### config.mk
export PLATFORM = sky130hd
export DESIGN_NAME = eco32f_rf_write_sched
export DESIGN_NICKNAME = d
export VERILOG_FILES = /design/src/rtl/eco32f_rf_write_sched_pkg.sv /design/src/rtl/eco32f_sync_fifo.sv /design/src/rtl/eco32f_rf_write_sched.sv
export SDC_FILE = /design/constraint.sdc
export NUM_CORES = 1
export LEC_CHECK = 0
export ABC_AREA = 1
export CORE_MARGIN = 3
export CORE_UTILIZATION = 30
export CTS_BUF_LIST = sky130_fd_sc_hd__clkbuf_8
export CTS_CLUSTER_SIZE = 28
export DETAILED_ROUTE_END_ITERATION = 10
export GPL_ROUTABILITY_DRIVEN = 1
export GPL_TIMING_DRIVEN = 1
export PLACE_DENSITY = 0.49
export SYNTH_ARGS = -nofsm -noshare
export SYNTH_HDL_FRONTEND = slang
export SYNTH_HIERARCHICAL = 1
export SYNTH_SLANG_ARGS = --single-unit
### constraint.sdc
create_clock -name clk -period 2.7 [get_ports clk]
set_clock_uncertainty 0.15 [all_clocks]
set_input_delay 0.405 -clock clk [delete_from_list [all_inputs] [get_ports clk]]
set_output_delay 0.405 -clock clk [all_outputs]
set_load 0.1 [all_outputs]
### src/rtl/eco32f_rf_write_sched_pkg.sv
// Shared types and constants for the ECO32F register-file write scheduler.
// Register-file geometry, LLU buffer entry layout and write-port source select.
package eco32f_rf_write_sched_pkg;

    localparam int RF_ADDR_W = 5;
    localparam int RF_DATA_W = 32;
    localparam int RF_NREGS  = 32;

    typedef struct packed {
        logic [RF_ADDR_W-1:0] addr;
        logic [RF_DATA_W-1:0] data;
    } llu_entry_t;

    typedef enum logic [1:0] {
        SRC_NONE = 2'd0,
        SRC_WB   = 2'd1,
        SRC_LLU  = 2'd2
    } wr_src_t;

    // r0 is hardwired, so it can never be the target of an outstanding LLU result.
    function automatic logic reg_pending(input logic [RF_NREGS-1:0] pend,
                                         input logic [RF_ADDR_W-1:0] addr);
        return (addr != '0) && pend[addr];
    endfunction

endpackage

### src/rtl/eco32f_sync_fifo.sv
// Small show-ahead FIFO: the head entry is visible combinationally while non-empty.
// Pointers carry one extra wrap bit so full and empty are distinguished without a counter.
module eco32f_sync_fifo #(
    parameter int WIDTH = 37,
    parameter int DEPTH = 2
) (
    input  logic             clk,
    input  logic             rst_n,
    input  logic             push,
    input  logic [WIDTH-1:0] push_data,
    input  logic             pop,
    output logic [WIDTH-1:0] head,
    output logic             full,
    output logic             empty
);

    localparam int PTR_W = (DEPTH > 1) ? $clog2(DEPTH) : 1;

    logic [WIDTH-1:0] mem_reg [DEPTH];
    logic [PTR_W:0]   wr_ptr_reg;
    logic [PTR_W:0]   rd_ptr_reg;
    logic             do_push;
    logic             do_pop;

    assign empty   = (wr_ptr_reg == rd_ptr_reg);
    assign full    = (wr_ptr_reg[PTR_W] != rd_ptr_reg[PTR_W]) &&
                     (wr_ptr_reg[PTR_W-1:0] == rd_ptr_reg[PTR_W-1:0]);
    assign do_push = push && !full;
    assign do_pop  = pop && !empty;
    assign head    = mem_reg[rd_ptr_reg[PTR_W-1:0]];

    always_ff @(posedge clk or negedge rst_n) begin
        if (!rst_n) begin
            wr_ptr_reg <= '0;
            rd_ptr_reg <= '0;
        end else begin
            if (do_push) wr_ptr_reg <= wr_ptr_reg + 1'b1;
            if (do_pop)  rd_ptr_reg <= rd_ptr_reg + 1'b1;
        end
    end

    // Storage is not reset: emptiness is tracked purely by the pointers.
    always_ff @(posedge clk) begin
        if (do_push) mem_reg[wr_ptr_reg[PTR_W-1:0]] <= push_data;
    end

endmodule

### src/rtl/eco32f_rf_write_sched.sv
// Arbitrates the single RF write port between WB and buffered LLU results, and keeps
// the LLU pending scoreboard for ID stalls. Optional starve guard: ECO32F_RF_SCHED_STARVE_EN.
module eco32f_rf_write_sched
    import eco32f_rf_write_sched_pkg::*;
#(
    parameter int BUF_DEPTH = 2,
    parameter int MAX_WAIT  = 4
) (
    input  logic        clk,
    input  logic        rst_n,
    input  logic [4:0]  id_rf_x_addr,
    input  logic [4:0]  id_rf_y_addr,
    input  logic [4:0]  id_rf_r_addr,
    input  logic        id_rf_r_we,
    output logic        id_sb_stall,
    input  logic        ex_llu_issue,
    input  logic [4:0]  ex_llu_addr,
    input  logic        ex_stall,
    input  logic        ex_flush,
    input  logic        llu_valid,
    input  logic [4:0]  llu_addr,
    input  logic [31:0] llu_data,
    output logic        llu_ready,
    input  logic [4:0]  wb_rf_r_addr,
    input  logic        wb_rf_r_we,
    input  logic [31:0] wb_rf_r,
    output logic        pipe_hold,
    output logic [4:0]  rf_waddr,
    output logic        rf_we,
    output logic [31:0] rf_wdata
);

    if (BUF_DEPTH < 2 || (BUF_DEPTH & (BUF_DEPTH - 1)) != 0 || MAX_WAIT < 1) begin : g_param_check
        $error("eco32f_rf_write_sched: BUF_DEPTH must be a power of 2 >= 2 and MAX_WAIT >= 1");
    end

    llu_entry_t          push_entry;
    llu_entry_t          head_entry;
    logic                fifo_full;
    logic                fifo_empty;
    logic                push;
    logic                pop;
    logic                issue_set;
    wr_src_t             wr_src;
    logic [RF_NREGS-1:0] pending_reg;
    logic [RF_NREGS-1:0] pending_set;
    logic [RF_NREGS-1:0] pending_clr;

    // Results for r0 are acknowledged but never stored.
    assign llu_ready  = !fifo_full;
    assign push       = llu_valid && !fifo_full && (llu_addr != '0);
    assign push_entry = {llu_addr, llu_data};

    eco32f_sync_fifo #(
        .WIDTH($bits(llu_entry_t)),
        .DEPTH(BUF_DEPTH)
    ) u_llu_buf (
        .clk      (clk),
        .rst_n    (rst_n),
        .push     (push),
        .push_data(push_entry),
        .pop      (pop),
        .head     (head_entry),
        .full     (fifo_full),
        .empty    (fifo_empty)
    );

    assign issue_set = ex_llu_issue && !ex_stall && !ex_flush && (ex_llu_addr != '0);

    for (genvar gi = 0; gi < RF_NREGS; gi++) begin : g_sb
        assign pending_set[gi] = issue_set && (ex_llu_addr == RF_ADDR_W'(gi));
        assign pending_clr[gi] = pop && (head_entry.addr == RF_ADDR_W'(gi));
    end

    // A new issue to a register whose older result retires this cycle keeps it pending.
    always_ff @(posedge clk or negedge rst_n) begin
        if (!rst_n) pending_reg <= '0;
        else        pending_reg <= (pending_reg & ~pending_clr) | pending_set;
    end

    assign id_sb_stall = reg_pending(pending_reg, id_rf_x_addr) |
                         reg_pending(pending_reg, id_rf_y_addr) |
                         (id_rf_r_we & reg_pending(pending_reg, id_rf_r_addr));

`ifdef ECO32F_RF_SCHED_STARVE_EN
    localparam int WAIT_W = $clog2(MAX_WAIT + 1);

    logic [WAIT_W-1:0] wait_cnt_reg;

    assign pipe_hold = !fifo_empty && (wait_cnt_reg == WAIT_W'(MAX_WAIT));

    always_ff @(posedge clk or negedge rst_n) begin
        if (!rst_n)
            wait_cnt_reg <= '0;
        else if (pop || fifo_empty)
            wait_cnt_reg <= '0;
        else if (wb_rf_r_we && wait_cnt_reg != WAIT_W'(MAX_WAIT))
            wait_cnt_reg <= wait_cnt_reg + 1'b1;
    end

    a_no_wb_under_hold: assert property (@(posedge clk) disable iff (!rst_n)
                                         !(pipe_hold && wb_rf_r_we));
`else
    assign pipe_hold = 1'b0;
`endif

    // Held head always wins so a misbehaving WB cannot starve the buffer indefinitely.
    always_comb begin
        wr_src = SRC_NONE;
        if (rst_n) begin
            if (wb_rf_r_we && !pipe_hold) wr_src = SRC_WB;
            else if (!fifo_empty)         wr_src = SRC_LLU;
        end
    end

    assign pop = (wr_src == SRC_LLU);

    always_comb begin
        rf_we    = 1'b0;
        rf_waddr = '0;
        rf_wdata = '0;
        unique case (wr_src)
            SRC_WB: begin
                rf_we    = 1'b1;
                rf_waddr = wb_rf_r_addr;
                rf_wdata = wb_rf_r;
            end
            SRC_LLU: begin
                rf_we    = 1'b1;
                rf_waddr = head_entry.addr;
                rf_wdata = head_entry.data;
            end
            default: ;
        endcase
    end

endmodule

==> results of run 1 <==
## metal layers
metal	up-vias	global-route usage (%)	part of all wire [%]
li1	2782	-	-
met1	2812	23.95	41
met2	216	32.08	49
met3	43	3.160	6.2
met4	2	7.963	3.3
met5	-	0	0.042
## repair_timing
item                                    4_1_cts  5_1_grt
resized for setup                             0       44
endpoints found under the hold margin         8        0
setup buffers                                 0        7
endpoints found under the setup margin        0       37
hold buffers                                  1        0
## path summary, 6_finish.rpt
kind / startpoint / end / slack [ns]
min in group clk: pending_reg[26] / pending_reg[26] / 0.36
max in group asynchronous: rst_n / u_llu_buf/rd_ptr_reg[1] / 1.08
worst max register to register: u_llu_buf/rd_ptr_reg[1] / u_llu_buf/mem_reg[1][23] / 0.54
worst min-delay path: rst_n / pending_reg[31] / 0.28
worst max-delay path: rst_n / rf_wdata[13] / 0.13
worst min register to register: pending_reg[26] / pending_reg[26] / 0.36
## kinds of logic (layout without fill, tap and decap cells)
kind of cell / count (synthesis) / in the layout / synth area share, %
other: 1 / 1 / 0.06127
DFF: 110 / 110 / 51.02
AOI/OAI and AO/OA: 109 / 109 / 11.92
and+or+nand+nor: 413 / 413 / 27.98
xor gates and xnor gates: 1 / 1 / 0.1431
buffers and inverters: 108 / 258 / 8.872
## layout by cell type (no fill, tap or decap), drive strengths merged
master	Yosys	routed
o211ai	6	6
clkinvlp	0	5
nand3b	1	1
or3	1	1
bufinv	0	1
nand4	6	6
inv	68	66
dfrtp	36	36
a31oi	4	4
dlymetal6s2s	0	2
nand3	70	70
or2	1	1
nor3b	1	1
nand2	308	308
clkdlybuf4s50	0	98
a32o	32	32
o311ai	1	1
dlygate4sd3	0	1
conb	1	1
xor2	1	1
clkbuf	6	11
clkinv	2	5
buf	32	69
o21ai	66	66
edfxtp	74	74
nor2	25	25
## final cells by class
cell class                      instances  area, µm²
Fill cell                            1986      11170
Sequential cell                       110       3124
Multi-Input combinational cell        524       2501
Timing Repair Buffer                  172       2163
Tap cell                              265      331.6
Inverter                               70      296.5
Clock buffer                            9      123.9
Clock inverter                          7      75.07
## report_power, final
group	switching (µW)	internal [µW]	total [µW]
Clock	573	433	1010
Combinational	2760	1330	4090
Sequential	178	2310	2490
Total	3510	4080	7580
## through the flow
| stage | std cells | worst slack (ns) | TNS [ns] | cell area, µm² |
|---|---|---|---|---|
| floorplan | 742 | -0.1235 | -1.976 | 6132 |
| global placement | 1130 | 0.09411 | 0 | 8218 |
| detailed placement | 1130 | 0.05856 | 0 | 8218 |
| CTS | 1147 | 0.01296 | 0 | 8427 |
| global route | 1157 | 0.01863 | 0 | 8616 |
| finish | 1157 | 0.1264 | 0 | 8616 |
## critical path, stage by stage
cell           delay [ns]
dlygate4sd3_1        0.52
buf_2                0.29
buf_4                0.34
a32o_2               0.26
buf_12               0.18
==> impl_metrics.env, run 1 <==
export IMPL_endpoint_kind="output port"
export IMPL_grtUsageTotal_pct=18.90
export IMPL_crit_type="in2out"
export IMPL_final_nets=989
export IMPL_netlist_instances=742
export IMPL_path_clk_slew_ns=0.10
export IMPL_wl_um=21350
export IMPL_fp_dieW_um=148.8
export IMPL_die_h_um=148.8
export IMPL_start_util_pct=30.94
export IMPL_synth_top_area_share_pct=36.30
export IMPL_final_core_util_pct=43.55
export IMPL_holdWs_ns=0.2796
export IMPL_htree_levels=3
export IMPL_yosys_register_bits=110
export IMPL_relSlewSlack_pct=62.04
export IMPL_syn_area_per_cell_um2=8.249
export IMPL_vias=5855
export IMPL_grt_pass1_wl_um=32600
export IMPL_crit_required_ns=2.14
export IMPL_overflow=0
export IMPL_clk_latency_ns=0.38
export IMPL_synth_area_um2=6121
export IMPL_hold_class="in2async"
export IMPL_p_total_uw=7585
export IMPL_p_leak_uw=0.003844
export IMPL_drt_first_pass_iters=5
export IMPL_ioPinCount=143
export IMPL_largest_reg_flops=74
export IMPL_clock_sinks=110
export IMPL_die_area_um2=22150
export IMPL_viasPerCell=5.061
export IMPL_cts_tree="built"
export IMPL_period_needed_ns=2.574
export IMPL_period_share_pct=95.32
export IMPL_synth_edf_count=74
export IMPL_synth_distinct_cells=31
export IMPL_route_detailed_drc=0
export IMPL_setup_viol=0
export IMPL_synthArstFlopShare_pct=32.73
export IMPL_syn2layout_area_growth_pct=40.76
export IMPL_reg2reg_depth=13
export IMPL_synthTopCellsByArea="edfxtp_1 36%, nand2_1 18%, dfrtp_1 15%"
export IMPL_place_hpwl_um=15420
export IMPL_drt_wirelength_per_cell_um=18.46
export IMPL_core_area_um2=19780
export IMPL_maxSlewViolCount=0
export IMPL_yosys_area_top_type="edfxtp_1"
export IMPL_yosysSeqAreaShare_pct=51.02
export IMPL_irDropWorstVdd_mv=0.6910
export IMPL_synth_most_common_cell="nand2_1"
export IMPL_antenna_found_initial=1
export IMPL_synth_commonest_cells="301 x nand2_1, 74 x edfxtp_1, 65 x nand3_1"
export IMPL_io_buffers=141
export IMPL_grt_pass1_vias=5963
export IMPL_p_per_area_nw_per_um2=880.4
export IMPL_drtIter0Drc=321
export IMPL_crit_fanout=22
export IMPL_status="complete, no violations"
export IMPL_detail_route_antenna_nets=0
export IMPL_antennaDiodeCount=0
export IMPL_cp_arrival_ns=2.02
export IMPL_cts_buffer_depth=2
export IMPL_cts_made_buffers=9
export IMPL_synth_main_ff_cell="edfxtp_1"
export IMPL_rows=51
export IMPL_fmax_mhz=388.6
export IMPL_hold_viol=0
export IMPL_worst_slew_pin_slew_ns=0.5688
export IMPL_place_gp_congestion=0.9510
export IMPL_synth_nets=844
export IMPL_clock_root_buffer="clkbuf_8"
export IMPL_grt_max_degree=40
export IMPL_drv_cap=0
export IMPL_ys_warn_count=6
export IMPL_rsz0062_at_grt="false"
export IMPL_startpoint_type="primary input"
export IMPL_drive_gt1_share_pct=16.70
Power figures use the tool's default switching activity.
==> run 2: changes to the inputs <==
--- a/config.mk
+++ b/config.mk
@@ -13,6 +13,7 @@
 export DETAILED_ROUTE_END_ITERATION = 10
 export GPL_ROUTABILITY_DRIVEN = 1
 export GPL_TIMING_DRIVEN = 1
+export HOLD_SLACK_MARGIN = 0.08
 export PLACE_DENSITY = 0.49
 export SYNTH_ARGS = -nofsm -noshare
 export SYNTH_HDL_FRONTEND = slang
==> results of run 2 <==
Final layout, timing and power as in run 1 (identical DEF).
==> run 3: changes to the inputs <==
--- a/config.mk
+++ b/config.mk
@@ -6,7 +6,7 @@
 export NUM_CORES = 1
 export LEC_CHECK = 0
 export ABC_AREA = 1
-export CORE_MARGIN = 3
+export CORE_MARGIN = 8
 export CORE_UTILIZATION = 30
 export CTS_BUF_LIST = sky130_fd_sc_hd__clkbuf_8
 export CTS_CLUSTER_SIZE = 28
==> run 3 against run 2 <==
Effect of this change: final cell count is 0.26% higher; global-route usage decreased by 3.1 points; die area is 14% higher; combinational power about the same; sequential share of layout area is 0.26 points lower; cell area up 0.67%; largest cell class unchanged; critical path depth rose by 6; total power up 0.12%; flip-flop and latch count is the same; critical endpoint is now rf_wdata[16]; non-clock buffer count shrank 2.
==> impl_metrics.env, run 3 (synthesis gave the netlist of run 1 again) <==
export IMPL_status="complete, no violations"
export IMPL_multi_input_area_um2=2506
export IMPL_grt_pass1_wl_um=31730
export IMPL_cp_arrival_ns=2.02
export IMPL_core_area_um2=20100
export IMPL_crit_chain="inv_1, nand2_1, nand2_1, nand2_2, inv_1, nor2_2, nand2_2, clkinv_4, buf_16, a32o_2, buf_12"
export IMPL_fmax_mhz=388.1
export IMPL_rrSetupSlack_ns=0.47
export IMPL_largest_reg_flops=74
export IMPL_final_core_util_pct=43.14
export IMPL_antenna_found_initial=1
export IMPL_start_util_pct=30.45
export IMPL_drv_cap=0
export IMPL_syn2layout_area_growth_pct=41.70
export IMPL_hold_depth=2
export IMPL_detail_route_antenna_nets=0
export IMPL_grt_max_degree=75
export IMPL_worst_slack_ns=0.1237
export IMPL_period_share_pct=95.42
export IMPL_hp_start="pending_reg[23]"
export IMPL_die_area_um2=25230
export IMPL_crit_type="reg2out"
export IMPL_use_met1_pct=19.91
export IMPL_regArea_um2=3123
export IMPL_vias=5597
export IMPL_filler_cell_count=1984
export IMPL_hold_class="reg2reg"
export IMPL_maxSlewViolCount=0
export IMPL_crit_required_ns=2.14
export IMPL_relSlewSlack_pct=58.43
export IMPL_rows=52
export IMPL_antennaDiodeCount=0
export IMPL_critPathSlowestCell="dfrtp_1"
export IMPL_path_clk_slew_ns=0.10
export IMPL_reg2reg_from="u_llu_buf/rd_ptr_reg[0]"
export IMPL_finalSetupTns_ns=0
export IMPL_clock_sinks=110
export IMPL_drt_first_pass_iters=5
export IMPL_crit_fanout=18
export IMPL_clk_latency_ns=0.38
export IMPL_wl_um=20960
export IMPL_htree_levels=3
export IMPL_endpoint_kind="output port"
export IMPL_grt_pass1_vias=5429
export IMPL_irDropWorstVdd_mv=0.5105
export IMPL_reg2reg_depth=9
export IMPL_overflow=0
export IMPL_grtUsageTotal_pct=15.83
export IMPL_p_leak_uw=0.003871
export IMPL_cts_buffer_depth=2
export IMPL_drtIter0Drc=365
export IMPL_fp_dieW_um=158.8
export IMPL_dp_worst_setup_slack_ns=0.05910
export IMPL_hold_viol=0
export IMPL_cts_tree="built"
export IMPL_final_nets=987
export IMPL_holdPathEnd="pending_reg[23]"
export IMPL_rsz0062_at_grt="false"
export IMPL_startpoint_type="flip-flop"
export IMPL_drt_wirelength_per_cell_um=18.07
export IMPL_final_common_cell="nand2_1"
export IMPL_setup_viol=0
export IMPL_ioPinCount=143
export IMPL_place_hpwl_um=14880
export IMPL_io_buffers=141
export IMPL_use_met2_pct=26.61
export IMPL_worst_slew_pin_slew_ns=0.6228
export IMPL_place_gp_congestion=0.9076
export IMPL_route_detailed_drc=0
export IMPL_p_per_area_nw_per_um2=875.5
export IMPL_viasPerCell=4.825
export IMPL_die_h_um=158.8
export IMPL_r2r_end="pending_reg[30]"
export IMPL_grt_busiest_layer="met2"
export IMPL_slowest_delay_ns=0.42
export IMPL_crit_start="u_llu_buf/wr_ptr_reg[0]"
export IMPL_cts_made_buffers=9
export IMPL_mostFrequentLayoutCells="299 x nand2_1, 96 x clkdlybuf4s50_1, 74 x edfxtp_1, 65 x nand3_1, 56 x o21ai_1"
export IMPL_use_met3_pct=3.257
export IMPL_period_needed_ns=2.576
export IMPL_drive_gt1_share_pct=16.63
export IMPL_clock_root_buffer="clkbuf_8"
## run 3: cell types whose count changed in the layout (fill, tap and decap cells not counted), moves of 2 or more
cell / delta
dlymetal6s2s_1: +2
clkdlybuf4s50_1: -2
buf_12: +2
buf_4: -4
## run 3: metrics by stage
step / cell area (µm²) / power (µW) / hold WS (ns) / cells
3_5_place_dp: 8242 / 6478 / 0.3345 / 1134
3_3_place_gp: 8242 / 6478 / 0.3309 / 1134
4_1_cts: 8506 / 7584 / 0.3644 / 1153
6_report: 8673 / 7594 / 0.3575 / 1160
2_1_floorplan: 6132 / 4985 / -0.04059 / 742
5_1_grt: 8673 / 8021 / 0.3762 / 1160
## run 3: layout make-up
class                   instances  area share, %
well taps                     270          3.895
flip-flops and latches        110          36.01
multi-input cells             524          28.89
clock buffers                   9          1.428
clock inverters                 7         0.9377
repair buffers                170          25.30
inverters                      70          3.534
## run 3: metal layers
metal,routed length [µm],up-vias
li1,-,2772
met1,9237,2624
met2,10180,178
met3,1201,21
met4,325,2
met5,10,-
## run 3: timing repair
action                     4_1_cts  5_1_grt
setup endpoints to repair       32       38
gates resized for setup         10       41
hold endpoints to repair        36        0
setup buffers                    1        5
hold buffers                     1        0
gates cloned                     1        2
## run 3: critical path: cells and delay by family, from the launching register on
family                 cells  cell delay, ns
buffers and inverters      5            0.59
DFF                        1            0.42
and+or+nand+nor            5            0.35
AOI/OAI and AO/OA          1            0.25
## run 3: where the power goes
| part | total [µW] | leakage (µW) | internal, µW | switching, µW |
|---|---|---|---|---|
| registers | 2480 | 0.00116 | 2310 | 168 |
| logic | 4070 | 0.00261 | 1330 | 2750 |
| clock network | 1040 | 0.000105 | 444 | 598 |
| total | 7590 | 0.00387 | 4080 | 3510 |
## run 3: worst max path at each step
stage	end	cells past startpoint
after floorplan	rf_waddr[0]	8
after global placement	id_sb_stall	13
after detailed placement	id_sb_stall	13
after CTS	rf_wdata[21]	11
after global routing	rf_wdata[16]	11
final	rf_wdata[16]	11
